`src/rtl/btb_pkg.sv`:
```
// Shared types for the branch target buffer: counter encoding, table entry
// layout and the saturating-counter step function.
package btb_pkg;

  localparam int unsigned XLEN      = 32;
  // Widest tag for the smallest legal table (2 entries); narrower tags are zero-extended.
  localparam int unsigned TAG_MAX_W = 29;

  typedef enum logic [1:0] {
    SNT = 2'b00,
    WNT = 2'b01,
    WT  = 2'b10,
    ST  = 2'b11
  } ctr_t;

  typedef struct packed {
    logic                 valid;
    logic [TAG_MAX_W-1:0] tag;
    logic [XLEN-1:0]      target;
    ctr_t                 ctr;
  } btb_entry_t;

  localparam ctr_t ALLOC_BRANCH = WT;
  localparam ctr_t ALLOC_JAL    = ST;

  function automatic ctr_t ctr_next(input ctr_t c, input logic taken);
    case (c)
      SNT:     return taken ? WNT : SNT;
      WNT:     return taken ? WT  : SNT;
      WT:      return taken ? ST  : WNT;
      ST:      return taken ? ST  : WT;
      default: return SNT;
    endcase
  endfunction

  function automatic logic [TAG_MAX_W-1:0] pc_tag(input logic [XLEN-1:0] pc,
                                                  input int unsigned idx_w);
    return TAG_MAX_W'(pc >> (idx_w + 2));
  endfunction

endpackage

```
`src/rtl/btb_if.sv`:
```
// Fetch-side lookup, execute-side resolution and perf-counter signals of the BTB.
interface btb_if;
  import btb_pkg::*;

  logic            invalidate;
  logic [XLEN-1:0] pcF;
  logic            btb_hitF;
  logic [XLEN-1:0] btb_targetF;
  logic            updateE;
  logic [XLEN-1:0] pcE;
  logic            branchE;
  logic            jumpE;
  logic            takenE;
  logic [XLEN-1:0] targetE;
  logic            btb_hitE;
  logic [XLEN-1:0] btb_targetE;
  logic            mispredictE;
  logic [XLEN-1:0] correct_pcE;
  logic [31:0]     hit_count;
  logic [31:0]     mispred_count;

  modport master (
    output invalidate, pcF, updateE, pcE, branchE, jumpE, takenE, targetE,
           btb_hitE, btb_targetE,
    input  btb_hitF, btb_targetF, mispredictE, correct_pcE, hit_count, mispred_count
  );

  modport slave (
    input  invalidate, pcF, updateE, pcE, branchE, jumpE, takenE, targetE,
           btb_hitE, btb_targetE,
    output btb_hitF, btb_targetF, mispredictE, correct_pcE, hit_count, mispred_count
  );
endinterface

```
`src/rtl/btb_storage.sv`:
```
// Direct-mapped BTB table: one async read port, one read-modify-write update
// port, single-index valid clear and global invalidate.
module btb_storage
  import btb_pkg::*;
#(
  parameter  int unsigned ENTRIES = 16,
  localparam int unsigned IDX_W   = $clog2(ENTRIES)
) (
  input  logic                 clk,
  input  logic                 rst,
  input  logic                 i_invalidate,
  input  logic [IDX_W-1:0]     i_rd_idx,
  output btb_entry_t           o_rd_entry,
  input  logic                 i_wr_en,
  input  logic [IDX_W-1:0]     i_wr_idx,
  input  logic [TAG_MAX_W-1:0] i_wr_tag,
  input  logic [XLEN-1:0]      i_wr_target,
  input  logic                 i_wr_jal,
  input  logic                 i_wr_taken,
  input  logic                 i_clr_en,
  input  logic [IDX_W-1:0]     i_clr_idx
);

  btb_entry_t r_mem [ENTRIES];

  btb_entry_t w_cur;
  btb_entry_t w_next;
  logic       w_we;
  logic       w_hit;

  assign o_rd_entry = r_mem[i_rd_idx];

  // Next value of the entry addressed by the update port.
  always_comb begin
    w_cur  = r_mem[i_wr_idx];
    w_hit  = w_cur.valid && (w_cur.tag == i_wr_tag);
    w_next = w_cur;
    w_we   = 1'b0;
    if (i_wr_en) begin
      if (i_wr_jal) begin
        w_next = '{valid: 1'b1, tag: i_wr_tag, target: i_wr_target, ctr: ALLOC_JAL};
        w_we   = 1'b1;
      end else if (w_hit) begin
        w_next.ctr = ctr_next(w_cur.ctr, i_wr_taken);
        if (i_wr_taken) w_next.target = i_wr_target;
        w_we = 1'b1;
      end else if (i_wr_taken) begin
        w_next = '{valid: 1'b1, tag: i_wr_tag, target: i_wr_target, ctr: ALLOC_BRANCH};
        w_we   = 1'b1;
      end
    end
  end

  // Invalidate wins over any same-cycle update or clear.
  always_ff @(posedge clk or posedge rst) begin
    if (rst) begin
      for (int i = 0; i < ENTRIES; i++) r_mem[i] <= '0;
    end else if (i_invalidate) begin
      for (int i = 0; i < ENTRIES; i++) r_mem[i].valid <= 1'b0;
    end else begin
      if (w_we)     r_mem[i_wr_idx]        <= w_next;
      if (i_clr_en) r_mem[i_clr_idx].valid <= 1'b0;
    end
  end

endmodule

```
`src/rtl/branch_target_buffer.sv`:
```
// Branch target buffer: IF-stage taken prediction and EX-stage mispredict
// detection, redirect PC, table update and perf counters.
module branch_target_buffer
  import btb_pkg::*;
#(
  parameter int unsigned ENTRIES = 16
) (
  input logic  clk,
  input logic  rst,
  btb_if.slave bus
);

  localparam int unsigned IDX_W = $clog2(ENTRIES);

  logic [IDX_W-1:0]     w_idxF;
  logic [IDX_W-1:0]     w_idxE;
  logic [TAG_MAX_W-1:0] w_tagF;
  logic [TAG_MAX_W-1:0] w_tagE;
  btb_entry_t           w_entryF;
  logic                 w_hitF;
  logic                 w_mispredE;
  logic                 w_wr_en;
  logic                 w_clr_en;
  logic [31:0]          r_hit_count;
  logic [31:0]          r_mispred_count;

  assign w_idxF = bus.pcF[IDX_W+1:2];
  assign w_idxE = bus.pcE[IDX_W+1:2];
  assign w_tagF = pc_tag(bus.pcF, IDX_W);
  assign w_tagE = pc_tag(bus.pcE, IDX_W);

  btb_storage #(.ENTRIES(ENTRIES)) u_storage (
    .clk          (clk),
    .rst          (rst),
    .i_invalidate (bus.invalidate),
    .i_rd_idx     (w_idxF),
    .o_rd_entry   (w_entryF),
    .i_wr_en      (w_wr_en),
    .i_wr_idx     (w_idxE),
    .i_wr_tag     (w_tagE),
    .i_wr_target  (bus.targetE),
    .i_wr_jal     (bus.jumpE),
    .i_wr_taken   (bus.takenE),
    .i_clr_en     (w_clr_en),
    .i_clr_idx    (w_idxE)
  );

  assign w_hitF          = w_entryF.valid && (w_entryF.tag == w_tagF) && w_entryF.ctr[1];
  assign bus.btb_hitF    = w_hitF;
  assign bus.btb_targetF = w_hitF ? w_entryF.target : '0;

  assign w_mispredE = bus.updateE &&
                      ((bus.takenE != bus.btb_hitE) ||
                       (bus.takenE && (bus.btb_targetE != bus.targetE)));
  assign bus.mispredictE = w_mispredE;
  assign bus.correct_pcE = bus.takenE ? bus.targetE : (bus.pcE + 32'd4);

  // A predicted hit on a non-control instruction means the entry is stale.
  assign w_wr_en  = bus.updateE && (bus.branchE || bus.jumpE);
  assign w_clr_en = bus.updateE && !bus.branchE && !bus.jumpE && bus.btb_hitE;

  always_ff @(posedge clk or posedge rst) begin
    if (rst) begin
      r_hit_count     <= '0;
      r_mispred_count <= '0;
    end else begin
      if (bus.updateE && bus.btb_hitE) r_hit_count <= r_hit_count + 32'd1;
      if (w_mispredE) r_mispred_count <= r_mispred_count + 32'd1;
    end
  end

  assign bus.hit_count     = r_hit_count;
  assign bus.mispred_count = r_mispred_count;

endmodule
```
`src/flat_wrapper.sv`:
```
// flat-port wrapper written by rule: the top's interface ports become plain ports
module branch_target_buffer_flat import btb_pkg::*;
#(
  parameter int unsigned ENTRIES = 16
)
  (clk, rst, bus_invalidate, bus_pcF, bus_updateE, bus_pcE, bus_branchE, bus_jumpE, bus_takenE, bus_targetE, bus_btb_hitE, bus_btb_targetE, bus_btb_hitF, bus_btb_targetF, bus_mispredictE, bus_correct_pcE, bus_hit_count, bus_mispred_count);
  btb_if bus_i ();
  input logic clk;
  input logic rst;
  input wire logic [$bits(bus_i.invalidate)-1:0] bus_invalidate;
  input wire logic [$bits(bus_i.pcF)-1:0] bus_pcF;
  input wire logic [$bits(bus_i.updateE)-1:0] bus_updateE;
  input wire logic [$bits(bus_i.pcE)-1:0] bus_pcE;
  input wire logic [$bits(bus_i.branchE)-1:0] bus_branchE;
  input wire logic [$bits(bus_i.jumpE)-1:0] bus_jumpE;
  input wire logic [$bits(bus_i.takenE)-1:0] bus_takenE;
  input wire logic [$bits(bus_i.targetE)-1:0] bus_targetE;
  input wire logic [$bits(bus_i.btb_hitE)-1:0] bus_btb_hitE;
  input wire logic [$bits(bus_i.btb_targetE)-1:0] bus_btb_targetE;
  output wire logic [$bits(bus_i.btb_hitF)-1:0] bus_btb_hitF;
  output wire logic [$bits(bus_i.btb_targetF)-1:0] bus_btb_targetF;
  output wire logic [$bits(bus_i.mispredictE)-1:0] bus_mispredictE;
  output wire logic [$bits(bus_i.correct_pcE)-1:0] bus_correct_pcE;
  output wire logic [$bits(bus_i.hit_count)-1:0] bus_hit_count;
  output wire logic [$bits(bus_i.mispred_count)-1:0] bus_mispred_count;
  assign bus_i.invalidate = bus_invalidate;
  assign bus_i.pcF = bus_pcF;
  assign bus_i.updateE = bus_updateE;
  assign bus_i.pcE = bus_pcE;
  assign bus_i.branchE = bus_branchE;
  assign bus_i.jumpE = bus_jumpE;
  assign bus_i.takenE = bus_takenE;
  assign bus_i.targetE = bus_targetE;
  assign bus_i.btb_hitE = bus_btb_hitE;
  assign bus_i.btb_targetE = bus_btb_targetE;
  assign bus_btb_hitF = bus_i.btb_hitF;
  assign bus_btb_targetF = bus_i.btb_targetF;
  assign bus_mispredictE = bus_i.mispredictE;
  assign bus_correct_pcE = bus_i.correct_pcE;
  assign bus_hit_count = bus_i.hit_count;
  assign bus_mispred_count = bus_i.mispred_count;
  branch_target_buffer #(.ENTRIES(ENTRIES)) u_core (.clk(clk), .rst(rst), .bus(bus_i));
endmodule
```
`config.mk`:
```
export PLATFORM = sky130hd
export DESIGN_NAME = branch_target_buffer_flat
export DESIGN_NICKNAME = d
export VERILOG_FILES = /design/src/rtl/btb_pkg.sv /design/src/rtl/btb_if.sv /design/src/rtl/btb_storage.sv /design/src/rtl/branch_target_buffer.sv /design/src/flat_wrapper.sv
export SDC_FILE = /design/constraint.sdc
export NUM_CORES = 2
export LEC_CHECK = 0
export ABC_CLOCK_PERIOD_IN_PS = 32700
export BUFFER_PORTS_ARGS = -buffer_cell sky130_fd_sc_hd__buf_2
export CAP_MARGIN = 20
export CORE_UTILIZATION = 35
export CTS_BUF_LIST = sky130_fd_sc_hd__clkbuf_8
export DETAILED_ROUTE_END_ITERATION = 7
export HOLD_SLACK_MARGIN = 0.05
export SYNTH_ARGS = -nofsm -noshare
export SYNTH_HDL_FRONTEND = slang
export SYNTH_HIERARCHICAL = 1
export SYNTH_SLANG_ARGS = --single-unit
```
`constraint.sdc`:
```
create_clock -name clk -period 32.7 [get_ports clk]
set_input_delay 0 -clock clk [delete_from_list [all_inputs] [get_ports clk]]
set_output_delay 0 -clock clk [all_outputs]
set_load 0.1 [all_outputs]
```
==> flow_metrics.tcl <==
set metrics [dict create \
    outcome "finished clean" \
    path_max_fanout 71 \
    start_kind "primary input" \
    worst-path-buf-inv 6 \
    cts_buffers 186 \
    setup_viol 0 \
    finalNonFillerCells 7752 \
    worst_slack_ns 26.26 \
    cts_tree "built" \
    overflow 0 \
    place_ws_ns 25.92 \
    vias 44686 \
    skew_ns 0.0653 \
    worstPathArrival_ns 6.44 \
    area_growth_pct 13.3 \
    drive_above_1_share_pct 24.4 \
    die_w_um 413 \
    ios 266 \
    hold_slack_ns 0.0601 \
    postSynthCellCount 5180 \
    path_clk_slew_ns 0.06 \
    root_buffer "clkbuf_8" \
    post_cts.repair.setup_buffers 0 \
    dieArea_um2 170000 \
    hold_violations 0 \
    cts_max_level 4 \
    gp_congestion 0.928 \
    cts_buffer_depth 3 \
    vias_per_cell 5.76 \
    clk_latency_ns 0.95 \
    critPathKind "primary input to primary output" \
    fp.dieH_um 413 \
    synth.cell_area_um2 59100 \
    wl_um 200000 \
    hold_class "primary input to register" \
    nFillCells 16041 \
    portBuffers 263 \
    grt_max_degree 129 \
    final_cell_mix "nand2_1 (1104), dfrtp_1 (1088), o21ai_0 (593), mux4_2 (567), o21ai_1 (475)" \
    yosys_warnings 6 \
    drc 0 \
    initial_core_util_pct 35.3 \
    worst_path_most_repeated_cell "buf_4" \
    drv_cap 0 \
    dp_hpwl_um 123000 \
    max_freq_mhz 155 \
    setup_tns_ns 0 \
    dpl.cell_count 7316 \
    rsz0062_at_grt "false" \
    cts.sinks 1088 \
    cellPowerDensity_nw_per_um2 53.2 \
    worst_slew_pin_slew_ns 1.31 \
    firstDrtPassIters 6 \
    cpMaxStageDelayCell "buf_4" \
    grt_pass1_wl_um 296000 \
    cp_cell_sequence "buf_8 > buf_12 > buf_4 > buf_4 > mux4_2 > mux4_2 > nand2_1 > nor4_1 > nand4_1 > nor4_4 > buf_4 > and2_1 > buf_2" \
    cp.required_ns 32.70 \
    track_usage_pct 23.4 \
    avgSynthCellArea_um2 11.4 \
    maxSlewViolCount 0 \
    leakage_nw 28.7 \
    final_common_cell "nand2_1" \
    antenna_found_initial 18 \
    core_um2 167000 \
    timing.slew.headroom_pct 11.9 \
    wl_per_cell_um 25.8 \
    end_kind "primary output" \
    grt_pass1_vias 43773 \
    cpLargestDelayFamily "buffers and inverters" \
    ant_nets 0 \
    row_count 150 \
    first_iter_violations 4732 \
    fin_crit_ns 6.44 \
    nets 5535 \
    slowest_delay_ns 0.91 \
    vdd_drop_max_mv 0.0363 \
    p_total_mw 3.56 \
    fin_crit_sh_pct 19.7 \
]
-- path summary, 6_finish.rpt --
kind	cells after the start	slack, ns	start	to
setup / recovery	13	26.26	bus_pcF[2]	bus_btb_targetF[14]
hold / removal	4	0.06	bus_targetE[11]	register
setup reg to reg	13	27.12	register	register
hold reg to reg	1	0.48	u_core/bus.hit_count[31]	u_core/bus.hit_count[31]
max in group asynchronous	7	28.95	rst	asynchronous set/reset pin
min in group asynchronous	4	0.32	rst	u_core/bus.hit_count[18]
-- through the flow --
| step | utilization (%) | area [um2] |
|---|---|---|
| 2_1_floorplan | - | 59100 |
| 6_report | 40.0 | 66900 |
| 3_3_place_gp | 36.9 | 61800 |
| 4_1_cts | 39.9 | 66800 |
| 3_5_place_dp | 37.1 | 62000 |
| 5_1_grt | 40.0 | 66900 |
-- layer usage --
| metal | GRT usage [%] | up-vias | wire [um] |
|---|---|---|---|
| met5 | 0 | - | 117 |
| met2 | 35.4 | 2037 | 90200 |
| li1 | - | 19474 | - |
| met1 | 32.3 | 22772 | 83300 |
| met4 | 7.23 | 18 | 5640 |
| met3 | 6.84 | 385 | 21000 |
-- cell type report --
type / instances / area, um2 / share of cell area, %
clock buffers: 225 / 3100 / 4.63
multi-input cells: 3607 / 29600 / 44.1
clock inverters: 105 / 876 / 1.31
flip-flops and latches: 1088 / 27200 / 40.7
repair buffers: 491 / 3320 / 4.96
well taps: 2204 / 2760 / 4.12
inverters: 22 / 92.6 / 0.138
diodes: 10 / 25.0 / 0.0374
-- worst register-to-register path, cell delays in order, from the launching register on --
cell and delay [ns]:
dfrtp_1 0.40, mux4_2 0.46, mux2i_1 0.47, nor3_1 0.13
a221o_1 0.28, a2111oi_0 0.64, nand4_1 0.27, nor4_4 0.30
buf_4 0.47, o2111ai_4 0.64, buf_4 0.58, buf_4 0.46
nand2_1 0.20, o21ai_0 0.10
-- where the power goes --
group | switching [mW] | internal (mW) | total, mW | leakage, nW
combinational | 0.413 | 0.249 | 0.662 | 11.6
clock | 0.602 | 0.729 | 1.33 | 2.25
sequential | 0.0981 | 1.47 | 1.57 | 14.9
-- repair_timing --
item                                   in CTS  in global routing
endpoints found under the hold margin    1126                 11
resized for setup                           0                  0
hold buffers                               75                  2
setup endpoints to repair                   0                  0
No activity file was read; power rests on OpenSTA's default activity.
